<file path="config.mk">
export PLATFORM = sky130hd
export DESIGN_NAME = div_4
export DESIGN_NICKNAME = d
export VERILOG_FILES = /design/src/rtl/div_pkg.sv /design/src/rtl/div_step.sv /design/src/rtl/div_4.sv
export SDC_FILE = /design/constraint.sdc
export NUM_CORES = 1
export LEC_CHECK = 0
export ABC_AREA = 1
export BUFFER_PORTS_ARGS = -buffer_cell sky130_fd_sc_hd__buf_2
export CAP_MARGIN = 10
export CORE_UTILIZATION = 41
export CTS_CLUSTER_DIAMETER = 40
export DETAILED_ROUTE_END_ITERATION = 12
export PLACE_DENSITY = 0.7
export SLEW_MARGIN = 20
export SYNTH_ARGS = -nofsm -noshare
export SYNTH_HDL_FRONTEND = slang
export SYNTH_SLANG_ARGS = --single-unit
export TNS_END_PERCENT = 30
</file>
<file path="constraint.sdc">
create_clock -name clk -period 1.6 [get_ports clk]
set_clock_uncertainty 0.1 [all_clocks]
set_input_delay 0.48 -clock clk [delete_from_list [all_inputs] [get_ports clk]]
set_output_delay 0.48 -clock clk [all_outputs]
set_load 0.1 [all_outputs]
</file>
<file path="src/rtl/div_pkg.sv">
// div_pkg: shared types and sizing helpers for the restoring divider.
//   state_t    : controller state encoding (IDLE, LOAD, ITER, DONE)
//   cnt_width  : width of the iteration down-counter for an N-bit divider
//   CNT_W      : counter width for the default 4-bit instance
package div_pkg;

   typedef enum logic [1:0] {
      IDLE = 2'd0,
      LOAD = 2'd1,
      ITER = 2'd2,
      DONE = 2'd3
   } state_t;

   localparam int N_DEFAULT = 4;

   // The counter is loaded with N, so it must be able to hold N itself.
   function automatic int cnt_width(input int n);
      return $clog2(n + 1);
   endfunction

   localparam int CNT_W = cnt_width(N_DEFAULT);

endpackage

</file>
<file path="src/rtl/div_step.sv">
// div_step: one combinational restoring-division step.
//   r      in  N  partial remainder before this step
//   q_msb  in  1  dividend bit shifted into the remainder this step
//   d      in  N  divisor
//   r_sub  out N  shifted remainder minus divisor (valid when borrow=0)
//   q_bit  out 1  quotient bit produced by this step
//   borrow out 1  shifted remainder was smaller than the divisor
module div_step #(
   parameter int N = 4
) (
   input  logic [N-1:0] r,
   input  logic         q_msb,
   input  logic [N-1:0] d,
   output logic [N-1:0] r_sub,
   output logic         q_bit,
   output logic         borrow
);

   logic [N:0] t;

   assign t = {1'b0, r[N-2:0], q_msb} - {1'b0, d};

   // The remainder is always below D, so r[N-1] is only ever set ahead of the
   // final step, if at all. Should it be set, the shifted value is at least
   // 2^N and therefore exceeds any divisor, so no borrow can occur; the low N
   // bits of t are still the correct difference.
   assign borrow = t[N] & ~r[N-1];
   assign r_sub  = t[N-1:0];
   assign q_bit  = ~borrow;

endmodule

</file>
<file path="src/rtl/div_4.sv">
// div_4: sequential N-bit unsigned restoring divider, one quotient bit per clock.
//   clk         in  1  system clock, rising edge
//   rst         in  1  asynchronous active-high reset
//   init        in  1  start request, sampled only in IDLE
//   A           in  N  dividend, latched in LOAD
//   B           in  N  divisor, latched in LOAD
//   quot        out N  quotient (all ones on divide by zero)
//   rem         out N  remainder (dividend on divide by zero)
//   done        out 1  result valid, held while init stays high
//   div_by_zero out 1  latched divisor was zero
//
// state | meaning
// IDLE  | waiting for init, last results held, done=0
// LOAD  | latch operands, clear flags, short-circuit a zero divisor
// ITER  | N restoring steps, one quotient bit per cycle
// DONE  | done=1 until init falls
module div_4
   import div_pkg::*;
#(
   parameter int N = 4
) (
   input  logic         clk,
   input  logic         rst,
   input  logic         init,
   input  logic [N-1:0] A,
   input  logic [N-1:0] B,
   output logic [N-1:0] quot,
   output logic [N-1:0] rem,
   output logic         done,
   output logic         div_by_zero
);

   localparam int CW = cnt_width(N);

   state_t        state;
   logic [N-1:0]  r_reg;
   logic [N-1:0]  q_reg;
   logic [N-1:0]  d_reg;
   logic [CW-1:0] cnt;

   logic [N-1:0]  r_sub;
   logic          q_bit;
   logic          borrow;
   logic [N-1:0]  r_new;
   logic [N-1:0]  q_new;

   div_step #(.N(N)) u_step (
      .r      (r_reg),
      .q_msb  (q_reg[N-1]),
      .d      (d_reg),
      .r_sub  (r_sub),
      .q_bit  (q_bit),
      .borrow (borrow)
   );

   // On a borrow the subtraction is discarded and the plain shift is kept.
   assign r_new = borrow ? {r_reg[N-2:0], q_reg[N-1]} : r_sub;
   assign q_new = {q_reg[N-2:0], q_bit};

   always_ff @(posedge clk or posedge rst) begin
      if (rst) begin
         state       <= IDLE;
         r_reg       <= '0;
         q_reg       <= '0;
         d_reg       <= '0;
         cnt         <= '0;
         quot        <= '0;
         rem         <= '0;
         done        <= 1'b0;
         div_by_zero <= 1'b0;
      end else begin
         case (state)
            IDLE: begin
               if (init) state <= LOAD;
            end
            LOAD: begin
               r_reg       <= '0;
               q_reg       <= A;
               d_reg       <= B;
               cnt         <= CW'(N);
               done        <= 1'b0;
               div_by_zero <= 1'b0;
               if (B == '0) begin
                  quot        <= '1;
                  rem         <= A;
                  div_by_zero <= 1'b1;
                  done        <= 1'b1;
                  state       <= DONE;
               end else begin
                  state <= ITER;
               end
            end
            ITER: begin
               r_reg <= r_new;
               q_reg <= q_new;
               cnt   <= cnt - 1'b1;
               if (cnt == CW'(1)) begin
                  quot  <= q_new;
                  rem   <= r_new;
                  done  <= 1'b1;
                  state <= DONE;
               end
            end
            DONE: begin
               if (!init) begin
                  done  <= 1'b0;
                  state <= IDLE;
               end
            end
            default: state <= IDLE;
         endcase
      end
   end

endmodule

</file>
Word level (Yosys, flattened, before mapping)
Cells that the tools add are included.
{ "totals": {"ff_bits": 27, "output_inout_bits": 10, "wordCells": 48} }
{ "classes": {"addsub": 2, "eq_ne": 8, "muxes": 19, "n_bitwise": 3, "n_reduce_logical": 7} }
{ "ops": {"columns": ["operator", "count"], "rows": [
  ["4-bit one-hot mux with 2 select lines", 4],
  ["4-bit 2-to-1 mux", 5],
  ["3-bit AND reduction", 3],
  ["2-bit inequality test, second input constant", 4],
  ["2-bit one-hot mux with 4 select lines", 1],
  ["2-bit 2-to-1 mux", 3],
  ["3-bit one-hot mux with 2 select lines", 1],
  ["4-bit by 4-bit subtractor with 5-bit output", 1],
  ["2-bit equality test, second input constant", 2],
  ["4-bit zero test", 1],
  ["1-bit 2-to-1 mux", 4],
  ["3-bit by 1-bit equality test with 1-bit output, second input constant", 1],
  ["1-bit one-hot mux with 3 select lines", 1],
  ["3-bit nonzero test", 1],
  ["3-bit by 1-bit subtractor with 3-bit output, second input constant", 1],
  ["2-bit by 1-bit equality test with 1-bit output, second input constant", 1],
  ["2-bit zero test", 1],
  ["1-bit inverter", 2],
  ["2-bit nonzero test", 1],
  ["1-bit AND", 1]
]} }

Longest topological paths before layout
Gate-level depths: netlist of run 1.
{ "logic_depth": {"word_depth": 5, "mapped_depth": 12, "ltp_nobuf": 12} }

Cells and area by module
Synthesis of run 1 repeated with hierarchy kept, for this count alone.
{ "unflattened": {"hier_cells": 202, "area_unflattened_um2": 1559.0} }
{ "by_module_without_submodules": {"columns": ["module", "instances", "cells_each", "area_each_um2"], "rows": [
  ["div_4", 1, 174, 1381.3],
  ["div_step", 1, 28, 177.7]
]} }

Least setup slack after synthesis of run 1
OpenSTA, ideal clock, no wires.
{ "synth_path": {"kind": "register to register", "startpoint": "reg d_reg[0]", "endpoint": "reg r_reg[0]", "arrival_ns": 1.489, "path_slack_ns": -0.109, "stages_incl_launch_ff": 11, "synth_period_minus_slack_ns": 1.709, "path_cell_list": "dfrtp_1 -> ha_1 -> fa_1 -> inv_1 -> nand3_1 -> nand3_2 -> nor2_1 -> nand2_1 -> nand2_1 -> nand2_1 -> o21ai_2"} }
{ "synth_via": {"elab_chain_len": 4} }
{ "synth_rtl": {"columns": ["element", "line_no", "text"], "rows": [
  ["start: declaration", "div_4.sv:38", "logic [N-1:0] d_reg;"],
  ["start signal: assignment", "div_4.sv:65", "d_reg <= '0;"],
  ["start signal: assignment", "div_4.sv:79", "d_reg <= B;"],
  ["4-bit by 4-bit subtractor with 5-bit output *", "div_step.sv:21", "assign t = {1'b0, r[N-2:0], q_msb} - {1'b0, d};"],
  ["1-bit AND", "div_step.sv:27", "assign borrow = t[N] & ~r[N-1];"],
  ["4-bit 2-to-1 mux *", "div_4.sv:57", "assign r_new = borrow ? {r_reg[N-2:0], q_reg[N-1]} : r_sub;"],
  ["4-bit one-hot mux with 2 select lines *", "div_4.sv:72", "case (state)"],
  ["end signal: assignment", "div_4.sv:94", "r_reg <= r_new;"],
  ["end: declaration", "div_4.sv:36", "logic [N-1:0] r_reg;"]
]} }
Every way passes the cells marked *; elsewhere a longest branch is shown, timed or not.
A chain may end at the register's enable or synchronous reset.

Worst setup path in the final report of run 1
{ "layout_path": {"startpoint": "reg d_reg[0]", "endpoint": "reg r_reg[1]"} }
The elaborated chain is that of the path after synthesis.

==> results.sh, run 1 <==
export IMPL_path_clk_slew_ns=0.15
export IMPL_synthFlopType="dfrtp_1"
export IMPL_cp_common_cell="nand2_1"
export IMPL_dieArea_um2=3920
export IMPL_grt_pass1_vias=1308
export IMPL_nNetsFinal=257
export IMPL_grtUsageTotal_pct=18.2
export IMPL_grt_pass1_wl_um=5600
export IMPL_die_x_um=62.6
export IMPL_wire_per_inst_um=11.4
export IMPL_ys_top_cells_by_area="dfrtp_1 45%, nand2_1 12%, ha_1 8.3%"
export IMPL_clock_fmax_mhz=571
export IMPL_drt_iter0_drc=47
export IMPL_cts_root_buffer="clkbuf_4"
export IMPL_syn_inst=187
export IMPL_end_kind="register"
export IMPL_slowest_delay_ns=0.45
export IMPL_placed_cells=274
export IMPL_overflow=0
export IMPL_worstMarginPinSlew_ns=0.343
export IMPL_drive_above_1_share_pct=37.2
export IMPL_hpwl_um=2380
export IMPL_drc=0
export IMPL_tritoncts="built"
export IMPL_synth_area_per_cell_um2=8.05
export IMPL_violations="negative setup slack"
export IMPL_crit_family="adder cells"
export IMPL_clock_sinks=27
export IMPL_worstReg2RegStart="d_reg[0]"
export IMPL_worst_path_stages=10
export IMPL_timing_rr_end="r_reg[1]"
export IMPL_cts_htree_levels=1
export IMPL_cp_slowest_cell="dfrtp_1"
export IMPL_grt_setup_unrepaired="true"
export IMPL_synth_cell_area_um2=1510
export IMPL_grt_max_degree=28
export IMPL_dr_pass1_iters=4
export IMPL_final_cells=280
export IMPL_yosysSeqAreaShare_pct=44.9
export IMPL_synthArstFlopShare_pct=100
export IMPL_fin_crit_ns=1.75
export IMPL_io_pins=21
export IMPL_diodes=0
export IMPL_ant_nets=0
export IMPL_status="finished with violations"
export IMPL_die_y_um=62.6
export IMPL_synth_common_cells="47 x nand2_1, 30 x inv_1, 27 x dfrtp_1"
export IMPL_cts_buffer_depth=2
export IMPL_holdCritPathClass="in -> async"
export IMPL_area_delta_synth_final_pct=43.0
export IMPL_synthMostInstantiatedCell="nand2_1"
export IMPL_cp_start_kind="register"
export IMPL_whs_ns=0.0880
export IMPL_ff2ff_setup_slack_ns=-0.15
export IMPL_gp_congestion=0.824
export IMPL_ys_ff_latch=27
export IMPL_arrival_ns=1.87
export IMPL_synth_nets=209
export IMPL_path_max_fanout=5
export IMPL_vias_per_cell=4.59
export IMPL_port_buffers=20
export IMPL_crit_chain="ha_4, fa_2, inv_2, nand3_4, nand3_4, nor2_4, nand2_2, nand2_1, nand2_1, nand2_1"
export IMPL_synth_top_area_share_pct=44.9
export IMPL_initial_core_util_pct=44.1
export IMPL_reg2regPathDepth=10
export IMPL_wirelength_um=3200
export IMPL_crit_required_ns=1.72
export IMPL_setup_violations=10
export IMPL_hold_viol_final=0
export IMPL_core_rowCount=21
export IMPL_postLayoutSetupSlackWorst_ns=-0.151
export IMPL_synth_top_area_cell="dfrtp_1"
export IMPL_crit_buf_inv=1
export IMPL_ctsHoldBuffers=0
export IMPL_max_cap_viol_count=0
export IMPL_cts_buffers=3
export IMPL_slew_headroom_pct=77.1
export IMPL_slew_viol_final=0
export IMPL_antenna_found_initial=0
export IMPL_post_route_period_util_pct=109
export IMPL_synth_edf_count=0
export IMPL_critPathKind="reg -> reg"
export IMPL_synth_distinct_cells=26
export IMPL_core_area_um2=3420
export IMPL_clock_latency_ns=0.32
export IMPL_ys_warn_count=0
export IMPL_num_vias=1286
==> repair_timing <==
| action | in CTS | in global routing |
|---|---|---|
| pin swaps | 6 | 6 |
| setup endpoints to repair | 12 | 21 |
| gates cloned | 0 | 0 |
| buffers inserted | 2 | 0 |
| resized for setup | 18 | 17 |
==> layout make-up <==
type / instances / area [µm²]
flip-flops and latches: 27 / 677
fillers: 297 / 1260
clock inverters: 1 / 5.00
well taps: 46 / 57.6
clock buffers: 3 / 22.5
repair buffers: 48 / 472
multi-input cells: 123 / 798
inverters: 32 / 120
==> metrics by stage <==
stage	setup TNS, ns	cell area [µm²]	setup slack (ns)	util, %
after floorplan	-0.0192	1510	-0.0128	-
after global placement	-0.635	1990	-0.121	58.1
after detailed placement	-1.06	1990	-0.168	58.1
after CTS	-1.33	2090	-0.159	61.1
after global routing	-2.06	2150	-0.242	63.0
final	-1.20	2150	-0.151	63.0
==> cell families after synthesis <==
kind of cell,count (synthesis),synth area share (%)
AND/OR/NAND/NOR,79,23.1
adder cells (fa/ha/maj),11,9.64
XOR/XNOR,2,1.16
flip-flops,27,44.9
buffers and inverters,37,9.97
AO/OA/AOI/OAI,31,11.2
==> routing by layer <==
layer | part of all wire (%) | up-vias | global-route usage [%]
li1 | - | 686 | -
met1 | 45 | 579 | 20.8
met2 | 53 | 19 | 33.8
met3 | 2.1 | 2 | 2.19
met4 | 0.47 | 0 | 7.56
met5 | 0 | - | 0
==> worst reg2reg max path: stages (launching register included) <==
cell and delay (ns):
dfrtp_1 0.45, ha_4 0.19, fa_2 0.36, inv_2 0.08, nand3_4 0.06, nand3_4 0.12
nor2_4 0.07, nand2_2 0.07, nand2_1 0.05, nand2_1 0.05, nand2_1 0.05
==> worst max path at each step <==
stage	from	endpoint	slack, ns
after CTS	d_reg[0]	rem[0]	-0.16
final	d_reg[0]	r_reg[1]	-0.15
after global placement	B[1]	rem[3]	-0.12
after floorplan	d_reg[0]	r_reg[0]	-0.01
after global routing	d_reg[0]	r_reg[1]	-0.24
after detailed placement	B[1]	rem[3]	-0.17
==> placed cells by master (no fill, tap or decap), types with 2 or more instances in the layout <==
cell type / n
dfrtp_1: 26
nand3_2: 3
o21ai_1: 4
nand3_4: 2
a211oi_1: 2
ha_4: 3
nand3b_1: 3
buf_2: 10
inv_2: 7
o21ai_0: 12
or2_1: 4
a31oi_1: 3
nand2_2: 7
nand3_1: 3
a21oi_1: 5
nor2_2: 4
nand2_1: 40
buf_4: 25
buf_12: 10
buf_6: 3
nor2_1: 10
a21oi_2: 2
o21ai_2: 2
ha_1: 7
clkbuf_4: 3
inv_1: 25
Power of run 1 is left out: the tool's default activity adds up to more than one toggle a clock period on the data nets, which glitch-free logic cannot reach.
==> run 2: changes to the inputs <==
- SETUP_SLACK_MARGIN: default -> 0.5
==> run 2 against run 1 <==
Compared with the run above:
- the run still ends with negative setup slack left
- hold slack better by 0.0011 ns
- largest cell class unchanged
- highest routed layer unchanged
- critical path depth is 2 lower
- register-to-register slack better by 0.02 ns
- die area stayed put
==> results.sh, run 2 (same netlist as run 1, synthesis figures left out) <==
export IMPL_clock_latency_ns=0.32
export IMPL_max_cap_viol_count=0
export IMPL_crit_buf_inv=1
export IMPL_most_common_layout_cells="40 x nand2_1, 24 x inv_1, 24 x buf_4"
export IMPL_wire_per_inst_um=12.1
export IMPL_hold_viol_final=0
export IMPL_fill_cells=283
export IMPL_area_delta_synth_final_pct=48.2
export IMPL_overflow=0
export IMPL_grt_max_degree=28
export IMPL_holdCritPathClass="in -> async"
export IMPL_tritoncts="built"
export IMPL_grt_pass1_vias=1393
export IMPL_cts_htree_levels=1
export IMPL_placed_cells=275
export IMPL_ctsHoldBuffers=0
export IMPL_slew_headroom_pct=76.5
export IMPL_clock_sinks=27
export IMPL_drive_above_1_share_pct=41.7
export IMPL_worstReg2RegStart="d_reg[0]"
export IMPL_gp_congestion=0.910
export IMPL_crit_start="d_reg[0]"
export IMPL_register_area_um2=697
export IMPL_drt_iter0_drc=40
export IMPL_crit_required_ns=1.78
export IMPL_die_x_um=62.6
export IMPL_drc=0
export IMPL_cts_buffer_depth=2
export IMPL_status="finished with violations"
export IMPL_fin_crit_ns=1.73
export IMPL_worstMarginPinSlew_ns=0.353
export IMPL_crit_end="r_reg[2]"
export IMPL_cts_buffers=3
export IMPL_final_cells=281
export IMPL_grt_pass1_wl_um=5940
export IMPL_wirelength_um=3410
export IMPL_grtUsageTotal_pct=19.0
export IMPL_violations="negative setup slack"
export IMPL_cp_start_kind="register"
export IMPL_port_buffers=20
export IMPL_cp_slowest_cell="dfrtp_1"
export IMPL_multiInputGateArea_um2=820
export IMPL_dieArea_um2=3920
export IMPL_crit_chain="ha_4, fa_2, buf_4, xnor2_2, nand3_1, nand2_1, nand2_1, nand2_1"
export IMPL_ant_nets=0
export IMPL_io_pins=21
export IMPL_ff2ff_setup_slack_ns=-0.13
export IMPL_setup_violations=9
export IMPL_nNetsFinal=258
export IMPL_path_clk_slew_ns=0.15
export IMPL_reg2regPathDepth=8
export IMPL_initial_core_util_pct=44.1
export IMPL_postLayoutSetupSlackWorst_ns=-0.134
export IMPL_dr_pass1_iters=4
export IMPL_crit_family="adder cells"
export IMPL_mostFrequentLayoutCell="nand2_1"
export IMPL_slowest_delay_ns=0.44
export IMPL_worst_path_stages=8
export IMPL_cts_root_buffer="clkbuf_4"
export IMPL_die_y_um=62.6
export IMPL_vias_per_cell=4.76
export IMPL_diodes=0
export IMPL_core_area_um2=3420
export IMPL_timing_rr_end="r_reg[2]"
export IMPL_post_route_period_util_pct=108
export IMPL_num_vias=1337
export IMPL_path_max_fanout=2
export IMPL_grt_setup_unrepaired="true"
export IMPL_end_kind="register"
export IMPL_critPathKind="reg -> reg"
export IMPL_core_rowCount=21
export IMPL_arrival_ns=1.91
export IMPL_cp_common_cell="nand2_1"
export IMPL_clock_fmax_mhz=577
export IMPL_hpwl_um=2550
export IMPL_antenna_found_initial=0
export IMPL_slew_viol_final=0
run 2: changes by cell type in the layout (fill, tap and decap cells not counted), moves of 2 or more:
cell     delta
dfrtp_1     -6
dfrtp_4     +5
inv_2       -3
inv_4       +3
nand3_1     +2
o21ai_0     -7
o21ai_1     +4
o21ai_2     +3
run 2: worst min path at each step:
| stage | start | endpoint | slack, ns |
|---|---|---|---|
| 6_report | rst | done | 0.09 |
| 5_1_grt | rst | state[1] | 0.11 |
| 4_1_cts | rst | done | 0.1 |
| 3_5_place_dp | r_reg[3] | r_reg[3] | 0.38 |
| 3_3_place_gp | r_reg[3] | r_reg[3] | 0.37 |
| 2_1_floorplan | r_reg[3] | r_reg[3] | 0.35 |
run 2: worst register-to-register path: stages, from the launching register on:
cell	delay, ns
dfrtp_1	0.44
ha_4	0.18
fa_2	0.35
buf_4	0.15
xnor2_2	0.14
nand3_1	0.13
nand2_1	0.09
nand2_1	0.06
nand2_1	0.06
run 2: per-layer routing:
| metal | vias up | track usage (%) | share of wire [%] |
|---|---|---|---|
| li1 | 686 | - | - |
| met1 | 626 | 22.4 | 43 |
| met2 | 21 | 35.9 | 54 |
| met3 | 4 | 2.01 | 2.3 |
| met4 | 0 | 5.81 | 1.1 |
| met5 | - | 0 | 0 |
run 2: metrics by stage:
step           setup TNS, ns  setup WS (ns)  utilization, %  area [µm²]  hold slack (ns)
3_3_place_gp          -0.582         -0.100            60.1        2050            0.373
5_1_grt                -1.90         -0.226            65.3        2230            0.106
3_5_place_dp           -1.20         -0.151            60.1        2050            0.378
4_1_cts               -0.996         -0.135            63.3        2160           0.0989
6_report              -0.894         -0.134            65.3        2230           0.0891
2_1_floorplan        -0.0173        -0.0119               -        1570            0.349
run 2: area by class of cell:
class	instances	area share, %
multi-input combinational	123	36.7
sequential	27	31.2
timing repair buffer	49	22.2
inverter	32	6.06
tap	46	2.58
clock buffer	4	1.18
run 2: what timing repair did:
item,in CTS,in global routing
resized for setup,25,22
pin swaps,8,4
endpoints found under the setup margin,37,37
cloned,0,0
buffers inserted,0,2
Power of run 2 is left out for the same reason.
